===== config.mk =====
export PLATFORM = sky130hd
export DESIGN_NAME = cpu
export DESIGN_NICKNAME = d
export VERILOG_FILES = /design/src/rtl/cpu_pkg.sv /design/src/rtl/cpu_reg_file.sv /design/src/rtl/cpu.sv
export SDC_FILE = /design/constraint.sdc
export NUM_CORES = 1
export LEC_CHECK = 0
export ABC_AREA = 0
export BUFFER_PORTS_ARGS = -buffer_cell sky130_fd_sc_hd__clkbuf_2
export CAP_MARGIN = 0
export CORE_AREA = 2 2 68 57
export DETAILED_ROUTE_END_ITERATION = 6
export DIE_AREA = 0 0 70 59
export PLACE_DENSITY = 0.71
export REMOVE_ABC_BUFFERS = 1
export SLEW_MARGIN = 30
export SYNTH_ARGS = -nofsm -noshare
export SYNTH_HDL_FRONTEND = slang
export SYNTH_HIERARCHICAL = 1
export SYNTH_SLANG_ARGS = --single-unit

===== constraint.sdc =====
create_clock -name CLK -period 1.5 [get_ports CLK]
set_clock_uncertainty 0.1 [all_clocks]
set_input_delay 0.15 -clock CLK [delete_from_list [all_inputs] [get_ports CLK]]
set_output_delay 0.15 -clock CLK [all_outputs]
set_load 0.02 [all_outputs]

===== src/rtl/cpu_pkg.sv =====
// Shared definitions for the single-cycle 8-bit lab CPU: widths, opcodes and ALU selects.
package cpu_pkg;

    localparam int DATA_W     = 8;
    localparam int REG_ADDR_W = 3;
    localparam int NUM_REGS   = 8;
    localparam int PC_W       = 32;

    localparam logic [7:0] OP_LOADI = 8'h00;
    localparam logic [7:0] OP_MOV   = 8'h01;
    localparam logic [7:0] OP_ADD   = 8'h02;
    localparam logic [7:0] OP_SUB   = 8'h03;
    localparam logic [7:0] OP_AND   = 8'h04;
    localparam logic [7:0] OP_OR    = 8'h05;

    typedef enum logic [2:0] {
        ALU_FWD = 3'b000,
        ALU_ADD = 3'b001,
        ALU_AND = 3'b010,
        ALU_OR  = 3'b011
    } alu_sel_e;

endpackage


===== src/rtl/cpu_reg_file.sv =====
// 8 x 8-bit register file: two combinational read ports, one synchronous write port.
module reg_file
    import cpu_pkg::*;
(
    input  logic                  clk,
    input  logic                  rst,
    input  logic                  we,
    input  logic [REG_ADDR_W-1:0] waddr,
    input  logic [DATA_W-1:0]     wdata,
    input  logic [REG_ADDR_W-1:0] raddr1,
    input  logic [REG_ADDR_W-1:0] raddr2,
    output logic [DATA_W-1:0]     rdata1,
    output logic [DATA_W-1:0]     rdata2
);

    logic [DATA_W-1:0] regs [0:NUM_REGS-1];

    // Reads see the pre-edge contents, so a same-cycle write is not forwarded.
    assign rdata1 = regs[raddr1];
    assign rdata2 = regs[raddr2];

    always_ff @(posedge clk or posedge rst) begin
        if (rst) begin
            for (int unsigned i = 0; i < NUM_REGS; i++) begin
                regs[i] <= '0;
            end
        end else if (we) begin
            regs[waddr] <= wdata;
        end
    end

endmodule


===== src/rtl/cpu.sv =====
// Single-cycle 8-bit CPU core: fetch at PC, decode, read, ALU and write back in one clock.
module cpu
    import cpu_pkg::*;
#(
    parameter logic [PC_W-1:0] PC_RESET = 32'd0
) (
    input  logic            CLK,
    input  logic            RESET,
    output logic [PC_W-1:0] PC,
    input  logic [31:0]     INSTRUCTION
);

    logic [PC_W-1:0]       pc_q;
    logic [PC_W-1:0]       pc_d;
    logic [7:0]            opcode;
    logic [REG_ADDR_W-1:0] rd_addr;
    logic [REG_ADDR_W-1:0] rs1_addr;
    logic [REG_ADDR_W-1:0] rs2_addr;
    logic [DATA_W-1:0]     imm;
    logic [DATA_W-1:0]     rdata1;
    logic [DATA_W-1:0]     rdata2;
    logic [DATA_W-1:0]     operand2;
    logic [DATA_W-1:0]     alu_b;
    logic [DATA_W-1:0]     alu_result;
    logic                  reg_we;
    logic                  use_imm;
    logic                  negate;
    alu_sel_e              alu_sel;
    logic                  unused_addr_bits;

    assign opcode   = INSTRUCTION[31:24];
    assign rd_addr  = INSTRUCTION[16 +: REG_ADDR_W];
    assign rs1_addr = INSTRUCTION[8 +: REG_ADDR_W];
    assign rs2_addr = INSTRUCTION[0 +: REG_ADDR_W];
    assign imm      = INSTRUCTION[7:0];

    // Only the low three bits of each register-address byte are decoded.
    assign unused_addr_bits = ^{INSTRUCTION[23:19], INSTRUCTION[15:11]};

    always_comb begin
        reg_we  = 1'b0;
        use_imm = 1'b0;
        negate  = 1'b0;
        alu_sel = ALU_FWD;
        case (opcode)
            OP_LOADI: begin reg_we = 1'b1; use_imm = 1'b1; end
            OP_MOV:   begin reg_we = 1'b1; end
            OP_ADD:   begin reg_we = 1'b1; alu_sel = ALU_ADD; end
            OP_SUB:   begin reg_we = 1'b1; alu_sel = ALU_ADD; negate = 1'b1; end
            OP_AND:   begin reg_we = 1'b1; alu_sel = ALU_AND; end
            OP_OR:    begin reg_we = 1'b1; alu_sel = ALU_OR; end
            default:  begin reg_we = 1'b0; end
        endcase
    end

    assign operand2 = use_imm ? imm : rdata2;
    assign alu_b    = negate ? (~operand2 + 8'd1) : operand2;

    always_comb begin
        alu_result = '0;
        case (alu_sel)
            ALU_FWD: alu_result = alu_b;
            ALU_ADD: alu_result = rdata1 + alu_b;
            ALU_AND: alu_result = rdata1 & alu_b;
            ALU_OR:  alu_result = rdata1 | alu_b;
            default: alu_result = '0;
        endcase
    end

    reg_file u_reg_file (
        .clk    (CLK),
        .rst    (RESET),
        .we     (reg_we),
        .waddr  (rd_addr),
        .wdata  (alu_result),
        .raddr1 (rs1_addr),
        .raddr2 (rs2_addr),
        .rdata1 (rdata1),
        .rdata2 (rdata2)
    );

    always_comb begin
        pc_d = pc_q + 32'd4;
    end

    always_ff @(posedge CLK or posedge RESET) begin
        if (RESET) begin
            pc_q <= PC_RESET;
        end else begin
            pc_q <= pc_d;
        end
    end

    assign PC = pc_q;

endmodule


### Word level (Yosys, flattened, before mapping)

Index checks and enable logic that the tools add are counted.

* order comparisons: 0
* reduce and logical (&&, ||, !) cells: 0
* shift operators: 0
* eq/ne operators: 0
* div/mod/pow operators: 0
* mux-type cells: 0
* add/sub/neg operators: 1
* $mul: 0
* bitwise operators: 0

Operators by type and width (count)
* adder 32 x 3 -> 32 bit, second input constant: 1

* memories kept: 0
* memory bits (read-only): 0
* input port bits: 34
* bits in registers: 32
* bits in latches: 0
* memory bits (writable): 0
* output and inout bits: 32

### Longest topological paths before layout

Gate-level depths: netlist of the first run.

* depth in word-level cells: 1
* depth in mapped cells: 5
* gate-level depth less buffers: 5

### Worst setup path before layout of the first run

Ideal clock, no wire load.

* kind: reg2reg
* start point: reg pc_q[2], in the netlist PC[2]
* end point: reg pc_q[24], in the netlist PC[24]
* arrival time: 1532 ps
* slack: -263 ps
* stages on the path, launching flop included: 6
* period minus slack after synthesis: 1763 ps
* cell sequence: dfrtp_1 -> ha_1 -> nand3_1 -> nor4_4 -> nand4_1 -> xnor2_1

* word-level cells in the longest chain between the ends: 1

Ends and longest elaborated chain
* from (decl): line cpu.sv:13 `logic [PC_W-1:0] pc_q;`
* from (signal assigned): line cpu.sv:90 `pc_q <= pc_d;`
* adder 32 x 3 -> 32 bit: line cpu.sv:83 `pc_d = pc_q + 32'd4;`
* net pc_d[24]: line cpu.sv:14 `logic [PC_W-1:0] pc_d;`

The timed path passes the listed nets, and every way through them passes these cells.

### Worst setup path in the final report of the first run

* start point: reg pc_q[3], in the netlist PC[3]
* end point: reg pc_q[29], in the netlist PC[29]

Same word-level chain as after synthesis.

==> results of run 1 <==
==> synth_stat cells <==
library cell	instances
nor2_1	7
nand2_1	10
or2_2	2
nand3_2	1
conb_1	1
dfrtp_1	30
inv_1	3
nand4_2	1
and3_1	2
ha_1	1
xor2_1	7
xnor2_1	21
nor4_4	2
nand4_1	9
buf_4	2
nand3_1	10
nor3_1	3
and2_1	1
and4_1	1
and4_2	1
==> final timing paths <==
check	to	slack [ns]	cells after the start
hold reg to reg	PC[31]	0.37	1
setup reg to reg	PC[29]	-0.03	6
min in group asynchronous	PC[6]	0.38	4
setup / recovery	PC[29]	-0.03	6
hold / removal	PC[31]	0.37	1
max in group asynchronous	PC[19]	0.65	4
==> power by group <==
part	internal, uW	leakage (uW)	switching, uW	total, uW
sequential	809	0.000405	0	809
clock	369	0.0000482	294	663
combinational	4.53	0.000597	20.3	24.8
==> per-stage QoR <==
step	total power [uW]	setup WS, ns
after floorplan	840	-0.263
after global placement	847	-0.0723
after detailed placement	849	-0.125
after CTS	1510	-0.0494
after global routing	1560	-0.147
final	1500	-0.0315
==> worst max-delay path, cell delays in order, from the launching register on <==
cell and delay [ns]:
dfrtp_1 0.38, nand4_1 0.15, buf_4 0.18, nor4_4 0.14, buf_6 0.17, nand3_1 0.11
xnor2_2 0.17
==> layer usage <==
layer,share of wire [%],up-vias,global-route usage (%)
met5,0,-,0
met3,4.5,4,4.25
met1,47,525,22.2
li1,-,535,-
met2,47,27,24.8
met4,1.2,0,7.97
==> layout make-up <==
type	count	area [sq um]	area share, %
flip-flops and latches	30	751	38.0
multi-input cells	81	622	31.4
repair buffers	69	450	22.8
clock buffers	7	86.3	4.36
well taps	42	52.6	2.66
inverters	3	11.3	0.569
clock inverters	1	5.00	0.253
==> logic make-up after synthesis <==
| kind of cell | Yosys count | synth area share [%] |
|---|---|---|
| XOR/XNOR | 28 | 18.3 |
| buffers and inverters | 5 | 1.96 |
| other | 1 | 0.280 |
| flip-flops | 30 | 56.1 |
| adder cells (fa/ha/maj) | 1 | 0.934 |
| AND/OR/NAND/NOR | 50 | 22.4 |
==> timing repair <==
action / CTS / global route
pin swaps: 7 / 6
setup endpoints to repair: 19 / 21
setup buffers: 3 / 4
resized for setup: 6 / 7
hold buffers: 1 / 0
hold endpoints to repair: 30 / 0
==> flow_summary.ini, run 1 <==
[worst_setup_path]
critPathKind = flip-flop to flip-flop
worstSetupStartpoint = PC[3]
reg2reg_from = PC[3]
start_kind = flip-flop
crit_path_end_kind = flip-flop
cp_data_required_time_ns = 1.56
crit_fanout = 8
worstPathArrival_ns = 1.59

[synth]
yosysSeqAreaShare_pct = 56.1
synth_cell_type_count = 20
yosys-top-cells-area = dfrtp_1 56%, xnor2_1 14%, xor2_1 4.6%, nand4_1 4.2%, nand3_1 3.7%
synthesis.area_sq_um = 1340
synth.avg_cell_area_sq_um = 11.6
yosysTopAreaCell = dfrtp_1
ys_ff_latch = 30
yosysTopAreaCellShare_pct = 56.1
syn_inst = 115
yosysWarnings = 6

[cts]
clockRootBuffer = clkbuf_8
clockBufferDepth = 2
numCtsBuffers = 5
tritoncts = yes
clk-insertion-delay-late_ns = 0.28
numClockSinks = 30
clk_pin_slew_ns = 0.06
h-tree-depth = 2

[routing]
route.detailed.drc = 0
drt-wirelength-per-cell_um = 13.0
drt_wl_total_mm = 3.03
firstDrtPassIters = 4
ant_nets = 0
num_vias = 1091
vias_per_cell = 4.68
first_iter_violations = 47

[timing]
hold_violations = 0
max_freq_mhz = 653
finalSetupViolations = 4
setup_slack_ns = -0.0315
finalSetupTns_ns = -0.0577
report.final.slew_viol_count = 0
rsz0062_at_grt = true
timing.hold.ws_ns = 0.367
post-route-period-util_pct = 102
period_needed_ns = 1.53

[hold_path]
hold_path_class = flip-flop to flip-flop
min_from = PC[31]

[layout]
layout_common_cells = 35 x buf_4, 31 x clkbuf_2, 30 x dfrtp_1
drive_gt1_share_pct = 47.1
antennaDiodeCount = 0
post-route-util_pct = 58.6
final_cells = 233
final_area_sq_um = 1980
n_fill_cell = 299
fin_nets = 225
syn_to_final_growth_pct = 47.8
final_common_cell = buf_4
largest_reg_flops = 30

[global_route]
grt_max_degree = 31
grt.total_usage_pct = 16.4
antenna_found_initial = 0
grt_pass1_wl_mm = 5.15
grt_overflow = 0
grt_pass1_vias = 1086

[die]
ios = 66
initial_core_util_pct = 39.7
core-area_sq_um = 3380
rows = 19
die-area_sq_um = 4130
die_width_um = 70
die_h_um = 59

[power_and_ir_drop]
cellPowerDensity_nw_per_um2 = 757
peakVddDrop_v = 0.000527
power_leakage_uw = 0.00105

[flow_run]
maxCapViolCount = 0

[placed_design]
routabilityCongestion = 0.820
place_hpwl_mm = 2.14
place.port_buffers = 31
place_inst = 217
dpl-instance-area_sq_um = 1760

[outcome]
status = finished with violations
violations = setup timing
Power figures use the tool's default switching activity.
==> inputs of run 2 (changes only) <==
--- a/config.mk
+++ b/config.mk
@@ -6,7 +6,7 @@
 export NUM_CORES = 1
 export LEC_CHECK = 0
 export ABC_AREA = 0
-export BUFFER_PORTS_ARGS = -buffer_cell sky130_fd_sc_hd__clkbuf_2
+export BUFFER_PORTS_ARGS = -buffer_cell sky130_fd_sc_hd__buf_2
 export CAP_MARGIN = 0
 export CORE_AREA = 2 2 68 57
 export DETAILED_ROUTE_END_ITERATION = 6
==> constraint.sdc (replaced) <==
create_clock -name CLK -period 1.3 [get_ports CLK]
set_clock_uncertainty 0.1 [all_clocks]
set_input_delay 0.13 -clock CLK [delete_from_list [all_inputs] [get_ports CLK]]
set_output_delay 0.13 -clock CLK [all_outputs]
set_load 0.02 [all_outputs]
==> flow_summary.ini, run 2 (synthesis results as in run 1) <==
[timing]
setup_slack_ns = -0.230
max_freq_mhz = 654
hold_violations = 0
finalSetupViolations = 26
rsz0062_at_grt = true
post-route-period-util_pct = 118
period_needed_ns = 1.53
timing.hold.ws_ns = 0.361
report.final.slew_viol_count = 0

[layout]
largest_reg_flops = 30
final_common_cell = buf_4
final_cells = 237
syn_to_final_growth_pct = 58.0
fin_nets = 229
drive_gt1_share_pct = 52.3
layout_common_cells = 36 x buf_4, 30 x dfrtp_1, 27 x buf_2
post-route-util_pct = 62.7
antennaDiodeCount = 0
n_fill_cell = 282

[power_and_ir_drop]
peakVddDrop_v = 0.000521
total_power_uw = 1740
power_leakage_uw = 0.00114
cellPowerDensity_nw_per_um2 = 825

[routing]
route.detailed.drc = 0
ant_nets = 0
drt_wl_total_mm = 3.38
first_iter_violations = 41
drt-wirelength-per-cell_um = 14.3
num_vias = 1135
vias_per_cell = 4.79
firstDrtPassIters = 4

[worst_setup_path]
regToRegSetupSlack_ns = -0.23
worstPathArrival_ns = 1.60
critPathKind = flip-flop to flip-flop
crit_path_end_kind = flip-flop
cp_data_required_time_ns = 1.37
crit_fanout = 8
start_kind = flip-flop

[cts]
clk_pin_slew_ns = 0.07
clk-insertion-delay-late_ns = 0.28
clockBufferDepth = 2
tritoncts = yes
numCtsBuffers = 5
numClockSinks = 30
clockRootBuffer = clkbuf_8
h-tree-depth = 2

[global_route]
antenna_found_initial = 0
grt_overflow = 0
grt_pass1_wl_mm = 5.52
grt_pass1_vias = 1141
grt_max_degree = 31
grt.total_usage_pct = 17.8

[placed_design]
place_hpwl_mm = 2.18
pre_cts_ws_ns = -0.288
place.port_buffers = 31
place_inst = 219
routabilityCongestion = 0.784

[die]
ios = 66
die_width_um = 70
core-area_sq_um = 3380
die-area_sq_um = 4130
initial_core_util_pct = 39.7
rows = 19
die_h_um = 59

[outcome]
violations = setup timing
status = finished with violations

[hold_path]
hold_path_class = input port to async pin

[flow_run]
maxCapViolCount = 0
[run 2: cell type report]
type | count | area, sq um | area share, %
clock buffers | 7 | 86.3 | 4.08
clock inverters | 1 | 5.00 | 0.237
inverters | 3 | 11.3 | 0.532
multi-input cells | 81 | 693 | 32.8
flip-flops and latches | 30 | 751 | 35.5
well taps | 42 | 52.6 | 2.48
repair buffers | 73 | 517 | 24.4
[run 2: critical path, stage by stage, from the launching register on]
cell and delay, ns:
dfrtp_1 0.41, nand4_4 0.15, nor4_4 0.29, buf_6 0.17, nand4_1 0.14, xnor2_1 0.16
[run 2: path summary, 6_finish.rpt]
| path | start | endpoint | cells past startpoint |
|---|---|---|---|
| setup / recovery | PC[10] | PC[28] | 5 |
| hold / removal | RESET | PC[13] | 4 |
| setup reg to reg | PC[10] | PC[28] | 5 |
| hold reg to reg | PC[31] | PC[31] | 1 |
| max in group asynchronous | RESET | PC[17] | 4 |
| min in group CLK | PC[31] | PC[31] | 1 |
[run 2: per-stage QoR]
| stage | TNS [ns] | cell area (sq um) |
|---|---|---|
| 3_5_place_dp | -4.83 | 1780 |
| 2_1_floorplan | -7.82 | 1330 |
| 5_1_grt | -5.80 | 2120 |
| 3_3_place_gp | -3.54 | 1780 |
| 4_1_cts | -2.64 | 2010 |
| 6_report | -3.80 | 2120 |
[run 2: per-layer routing]
metal / up-vias / routed length [um] / GRT usage, %
li1: 547 / - / -
met1: 552 / 1470 / 21.9
met2: 27 / 1660 / 29.0
met3: 9 / 177 / 5.78
met4: 0 / 72 / 8.24
met5: - / 0 / 0
[run 2: repair_timing]
item                                    in CTS  in global routing
pin swaps                                   19                 10
endpoints found under the hold margin       30                  0
hold buffers                                 1                  0
buffers inserted                             5                  6
endpoints found under the setup margin      24                 27
resized for setup                           22                 18
gates cloned                                 0                  0
[run 2: power by group]
part | switching, uW | total (uW) | internal (uW)
sequential | 0 | 934 | 934
combinational | 24.1 | 29.3 | 5.22
clock | 355 | 782 | 426
